### config.mk
export PLATFORM = sky130hd
export DESIGN_NAME = lcd_nibble_driver
export DESIGN_NICKNAME = d
export VERILOG_FILES = /design/src/rtl/lcd_nibble_driver.sv
export SDC_FILE = /design/constraint.sdc
export NUM_CORES = 1
export LEC_CHECK = 0
export BUFFER_PORTS_ARGS = -buffer_cell sky130_fd_sc_hd__buf_2
export CAP_MARGIN = 20
export CORE_ASPECT_RATIO = 1.5
export CORE_MARGIN = 8
export CORE_UTILIZATION = 58
export CTS_BUF_LIST = sky130_fd_sc_hd__clkbuf_16
export DETAILED_ROUTE_END_ITERATION = 10
export GPL_TIMING_DRIVEN = 0
export PLACE_DENSITY = 0.76
export SYNTH_ARGS = -nofsm -noshare
export SYNTH_HDL_FRONTEND = slang
export SYNTH_SLANG_ARGS = --single-unit
### constraint.sdc
create_clock -name clk -period 3 [get_ports clk]
set_clock_uncertainty 0.2 [all_clocks]
set_input_delay 0.6 -clock clk [delete_from_list [all_inputs] [get_ports clk]]
set_output_delay 0.6 -clock clk [all_outputs]
set_load 0.02 [all_outputs]
### src/rtl/lcd_nibble_driver.sv
// HD44780 4-bit write driver: sends one latched byte as two nibbles with E strobes,
// waits out the instruction execution time, then pulses driver_rdy.
module lcd_nibble_driver #(
  parameter int T_AS        = 2,
  parameter int T_PW        = 13,
  parameter int T_H         = 1,
  parameter int T_NIB       = 50,
  parameter int T_EXEC      = 2100,
  parameter int T_EXEC_LONG = 82000,
  parameter int T_GAP       = 2,
  parameter int CNT_W       = 17
) (
  input  logic       clk,
  input  logic       rst_n,
  input  logic       enable,
  input  logic [7:0] data_in,
  input  logic       rs_in,
  output logic       driver_rdy,
  output logic       busy,
  output logic       lcd_rs,
  output logic       lcd_rw,
  output logic       lcd_e,
  output logic [3:0] lcd_db
);

  // state     | meaning
  // IDLE      | waiting for enable; latches byte and RS
  // SETUP_HI  | high nibble on DB, address setup before E rise
  // PULSE_HI  | E high for the high nibble
  // HOLD_HI   | DB/RS held after E fall
  // NIB_GAP   | pause between the two nibble transfers
  // SETUP_LO  | low nibble on DB, setup before E rise
  // PULSE_LO  | E high for the low nibble
  // HOLD_LO   | DB/RS held after E fall
  // EXEC_WAIT | panel executing the instruction
  // DONE      | driver_rdy pulse
  // RECOVER   | lets the controller update its command; enable ignored
  typedef enum logic [3:0] {
    IDLE, SETUP_HI, PULSE_HI, HOLD_HI, NIB_GAP,
    SETUP_LO, PULSE_LO, HOLD_LO, EXEC_WAIT, DONE, RECOVER
  } state_t;

  localparam logic [CNT_W-1:0] L_AS   = CNT_W'(T_AS - 1);
  localparam logic [CNT_W-1:0] L_PW   = CNT_W'(T_PW - 1);
  localparam logic [CNT_W-1:0] L_H    = CNT_W'(T_H - 1);
  localparam logic [CNT_W-1:0] L_NIB  = CNT_W'(T_NIB - 1);
  localparam logic [CNT_W-1:0] L_EXEC = CNT_W'(T_EXEC - 1);
  localparam logic [CNT_W-1:0] L_LONG = CNT_W'(T_EXEC_LONG - 1);
  localparam logic [CNT_W-1:0] L_GAP  = CNT_W'(T_GAP - 1);

  state_t           state, state_nxt;
  logic [CNT_W-1:0] timer, timer_nxt, last;
  logic [7:0]       data_q, data_nxt;
  logic             rs_q, rs_nxt;
  logic             long_cmd;
  logic             e_nxt, rdy_nxt, busy_nxt, lcd_rs_nxt;
  logic [3:0]       db_nxt;

  assign lcd_rw   = 1'b0;
  // CLEAR and HOME need the long execution wait
  assign long_cmd = !rs_q && (data_q == 8'h01 || data_q == 8'h02);

  always_comb begin
    last = '0;
    case (state)
      SETUP_HI, SETUP_LO: last = L_AS;
      PULSE_HI, PULSE_LO: last = L_PW;
      HOLD_HI, HOLD_LO:   last = L_H;
      NIB_GAP:            last = L_NIB;
      EXEC_WAIT:          last = long_cmd ? L_LONG : L_EXEC;
      RECOVER:            last = L_GAP;
      default:            last = '0;
    endcase
  end

  always_comb begin
    state_nxt  = state;
    timer_nxt  = timer + 1'b1;
    data_nxt   = data_q;
    rs_nxt     = rs_q;
    e_nxt      = lcd_e;
    rdy_nxt    = 1'b0;
    busy_nxt   = busy;
    lcd_rs_nxt = lcd_rs;
    db_nxt     = lcd_db;
    if (state == IDLE) begin
      timer_nxt = '0;
      if (enable) begin
        state_nxt  = SETUP_HI;
        data_nxt   = data_in;
        rs_nxt     = rs_in;
        busy_nxt   = 1'b1;
        lcd_rs_nxt = rs_in;
        db_nxt     = data_in[7:4];
      end
    end else if (timer == last) begin
      timer_nxt = '0;
      case (state)
        SETUP_HI:  begin state_nxt = PULSE_HI; e_nxt = 1'b1; end
        PULSE_HI:  begin state_nxt = HOLD_HI;  e_nxt = 1'b0; end
        HOLD_HI:   state_nxt = NIB_GAP;
        NIB_GAP:   begin state_nxt = SETUP_LO; db_nxt = data_q[3:0]; end
        SETUP_LO:  begin state_nxt = PULSE_LO; e_nxt = 1'b1; end
        PULSE_LO:  begin state_nxt = HOLD_LO;  e_nxt = 1'b0; end
        HOLD_LO:   state_nxt = EXEC_WAIT;
        EXEC_WAIT: begin state_nxt = DONE; rdy_nxt = 1'b1; end
        DONE:      state_nxt = RECOVER;
        RECOVER:   begin state_nxt = IDLE; busy_nxt = 1'b0; end
        default:   state_nxt = IDLE;
      endcase
    end
  end

  always_ff @(posedge clk or negedge rst_n) begin
    if (!rst_n) begin
      state      <= IDLE;
      timer      <= '0;
      data_q     <= '0;
      rs_q       <= 1'b0;
      lcd_e      <= 1'b0;
      driver_rdy <= 1'b0;
      busy       <= 1'b0;
      lcd_rs     <= 1'b0;
      lcd_db     <= '0;
    end else begin
      state      <= state_nxt;
      timer      <= timer_nxt;
      data_q     <= data_nxt;
      rs_q       <= rs_nxt;
      lcd_e      <= e_nxt;
      driver_rdy <= rdy_nxt;
      busy       <= busy_nxt;
      lcd_rs     <= lcd_rs_nxt;
      lcd_db     <= db_nxt;
    end
  end

endmodule

==> impl_metrics.yaml <==
critical_path:
  critPathCaptureType: "flop"
  worst_ep_required_time_ps: 3000
  reg2reg_setup_slack_ps: 160
  worstPathMaxFanout: 9
  timing.setup.critical_path_class: "flop to flop"
  cp-startpoint: "data_q[3]"
  critical_path_arrival_ps: 2850
  setup.worst_path.end: "state[0]"
  cp-start-kind: "flop"
  timing.reg2reg.worst_path_depth: 7
  crit-reg2reg-launch: "data_q[3]"
  critical_path.reg2reg.endpoint: "state[0]"
finish:
  layout-drive-gt1-share_pct: 21.1
  num-nets-final: 259
  stdcell_area_sq_mm: 0.00243
  finish.utilization_pct: 71.2
  growth_of_design_area_from_synthesis_to_finish_pct: 16.8
  diodes: 0
  num-fill-cells: 279
drt:
  dr.first_iter.drc_count: 70
  wl_microns: 4830
  routedWlPerCell_microns: 16.7
  drt_drc_violations_left: 0
  via_density: 5.97
  routed-wl-met3_microns: 146
  wire_length_on_met1_microns: 1920
  vias: 1726
  drt-pass1-iter-count: 4
  routed-wl-met2_microns: 2670
  maxUsedRoutingLayer: "met4"
  route.antenna.remaining_nets: 0
pwr:
  cellInternalPower_mw: 0.805
  power.net_switching_mw: 0.198
  power_switching_share_pct: 19.8
  power_density_mw_per_mm2: 413
  combinational_cell_fraction_of_total_power_pct: 1.9
  clk_pwr_share_pct: 48.3
  total_leakage_power_nw: 1.22
  power.sequential.fraction_pct: 49.8
  peakVddDrop_uv: 376
synth:
  synth.lib_cells_used.distinct: 45
  number_of_synthesized_register_bits: 37
  ys_seq_area_share_pct: 44.5
  ys_top_cells_by_area: "sky130_fd_sc_hd__dfrtp_1 44%, sky130_fd_sc_hd__nor3_1 5.8%, sky130_fd_sc_hd__xnor2_1 4.2%, sky130_fd_sc_hd__nand2_1 3.8%, sky130_fd_sc_hd__and3_1 3.6%"
  yosysWarnings: 0
  postSynth.topFlopCell: "sky130_fd_sc_hd__dfrtp_1"
  share_of_synthesized_flip_flops_with_an_asynchronous_set_or_reset_pct: 100
  cell_with_the_most_instances_after_synthesis: "sky130_fd_sc_hd__dfrtp_1"
  synth_enable_flop_cells: 0
  syn_area_sq_mm: 0.00208
  post_synth_inst_count: 216
  synthesis.nets: 229
  yosys-top-cells-count: "37 x sky130_fd_sc_hd__dfrtp_1, 24 x sky130_fd_sc_hd__nor3_1, 21 x sky130_fd_sc_hd__nand2_1"
  synth_area_per_cell_sq_um: 9.64
  synth.largest_area_cell: "sky130_fd_sc_hd__dfrtp_1"
  synth_top_area_share_pct: 44.5
die:
  boundaryPins: 21
  horiz_die_dim_microns: 64.9
  core_area_sq_mm: 0.00342
  initial_utilization_pct: 61.0
  die-height_microns: 89.4
  floorplan.rows: 26
  die_outline_area_sq_mm: 0.00580
clocking:
  numCtsBuffers: 5
  ctsLongestPathBuffers: 2
  cts.hold.buffers_added: 0
  cts.sinks: 37
  clk-insertion-delay-late_ps: 280
  htreeDepth: 2
  cts_tree: "built"
  cts.clk_slew.worst_paths_ps: 60
  cts_root_buffer: "sky130_fd_sc_hd__clkbuf_16"
global_routing:
  grtUsageTotal_pct: 18.4
  grt_antenna_before_repair: 0
  wire_length_of_the_first_global_routing_pass_microns: 8290
  globalRoute.totalOverflow: 0
  largest_net_degree_at_the_start_of_global_routing: 38
  grt_pass1_vias: 1790
place:
  routabilityCongestion: 0.822
  placedInstanceArea_sq_mm: 0.00223
  numPortBuffers: 19
  preCtsSetupSlack_ps: -50.1
  detailed_place_hpwl_microns: 3480
timing:
  grt_setup_unrepaired: "no"
  timing.final.max_slew_violations: 0
  fin_crit_ps: 2840
  timing_worst_slew_pin_value_ps: 826
  worst_slack_ps: 157
  hold_viol_final: 0
  setup_viol_count_final: 0
  max_clock_freq_mhz: 352
  timing.max_slew.rel_slack_pct: 45.0
  period_share_pct: 94.8
  timing.hold.ws_ps: 223
worst_hold_path:
  holdCritPathClass: "input pin to async pin"
flow_run:
  timing.max_cap.violations: 0
status:
  status: "finished, final reports clean"
-- critical path, stage by stage (launching register included) --
cell and delay [ps]:
sky130_fd_sc_hd__dfrtp_1 400, sky130_fd_sc_hd__or4_4 570, sky130_fd_sc_hd__nor4_4 410, sky130_fd_sc_hd__mux2i_2 290, sky130_fd_sc_hd__buf_4 150, sky130_fd_sc_hd__o211ai_4 130
sky130_fd_sc_hd__or4_1 510, sky130_fd_sc_hd__nand4_1 120
-- how the worst min path moves through the flow --
stage	start	to	slack [ps]
final	rst_n	lcd_db[3]	220
after global routing	rst_n	lcd_db[3]	300
after CTS	rst_n	lcd_db[3]	240
after detailed placement	data_q[5]	data_q[5]	260
after global placement	data_q[5]	data_q[5]	250
after floorplan	rst_n	busy	100
-- kinds of logic after synthesis --
group / Yosys count / synth area share (%)
flip-flops: 37 / 44.5
other: 1 / 0.180
AND/OR/NAND/NOR: 100 / 26.2
AO/OA/AOI/OAI: 35 / 13.5
buffers and inverters: 17 / 3.79
XOR/XNOR: 18 / 7.57
multiplexers: 7 / 3.67
adder cells (fa/ha/maj): 1 / 0.601
-- what timing repair did --
item                                    in CTS  in global routing
endpoints found under the hold margin        0                  0
pin swaps                                    1                  1
resized for setup                            0                  8
setup buffers                                2                  2
endpoints found under the setup margin      10                 16
-- layer usage --
metal,track usage [%],up-vias
met5,0,-
met4,6.97,0
met3,3.39,10
met2,35.8,34
met1,18.9,835
li1,-,847
-- power groups by stage --
stage / registers, mW / clock network, mW / logic, mW
final: 0.499 / 0.485 / 0.0190
after global routing: 0.499 / 0.509 / 0.0220
after CTS: 0.499 / 0.493 / 0.0195
after detailed placement: 0.508 / 0 / 0.0195
after global placement: 0.508 / 0 / 0.0193
after floorplan: 0.508 / 0 / 0.00225
-- area by class of cell --
type                       instances  area, sq um  area share, %
clock buffer                       5          125           5.15
inverter                           7         26.3           1.08
sequential                        37          926           38.1
timing repair buffer              23          125           5.15
clock inverter                     3         12.5          0.515
multi-input combinational        162         1110           45.5
buffer                            10         56.3           2.32
tap                               42         52.6           2.16
-- sequential cells by signal (all words and copies together), names as in the netlist --
register / flops
data_q: 8
timer: 17
busy: 1
driver_rdy: 1
lcd_db: 4
state: 4
rs_q: 1
lcd_e: 1
-- through the flow --
stage	power, mW	setup TNS, ps	instances
global route	1.03	0	289
floorplan	0.511	0	216
detailed placement	0.528	-352	277
global placement	0.528	0	277
CTS	1.01	0	287
finish	1.00	0	289
-- placed cells by master (no fill, tap or decap), drive strengths merged, types with 4 or more instances in the layout --
cell type	netlist	final
inv	7	7
nand3	11	11
mux2	5	5
xnor2	10	10
nor3	24	24
clkbuf	5	11
and3	12	12
a21oi	9	9
dfrtp	37	37
xor2	8	8
nand2	21	21
buf	5	27
nor2	13	13
or3	4	4
Note: power is estimated with default switching activity, not from simulation.
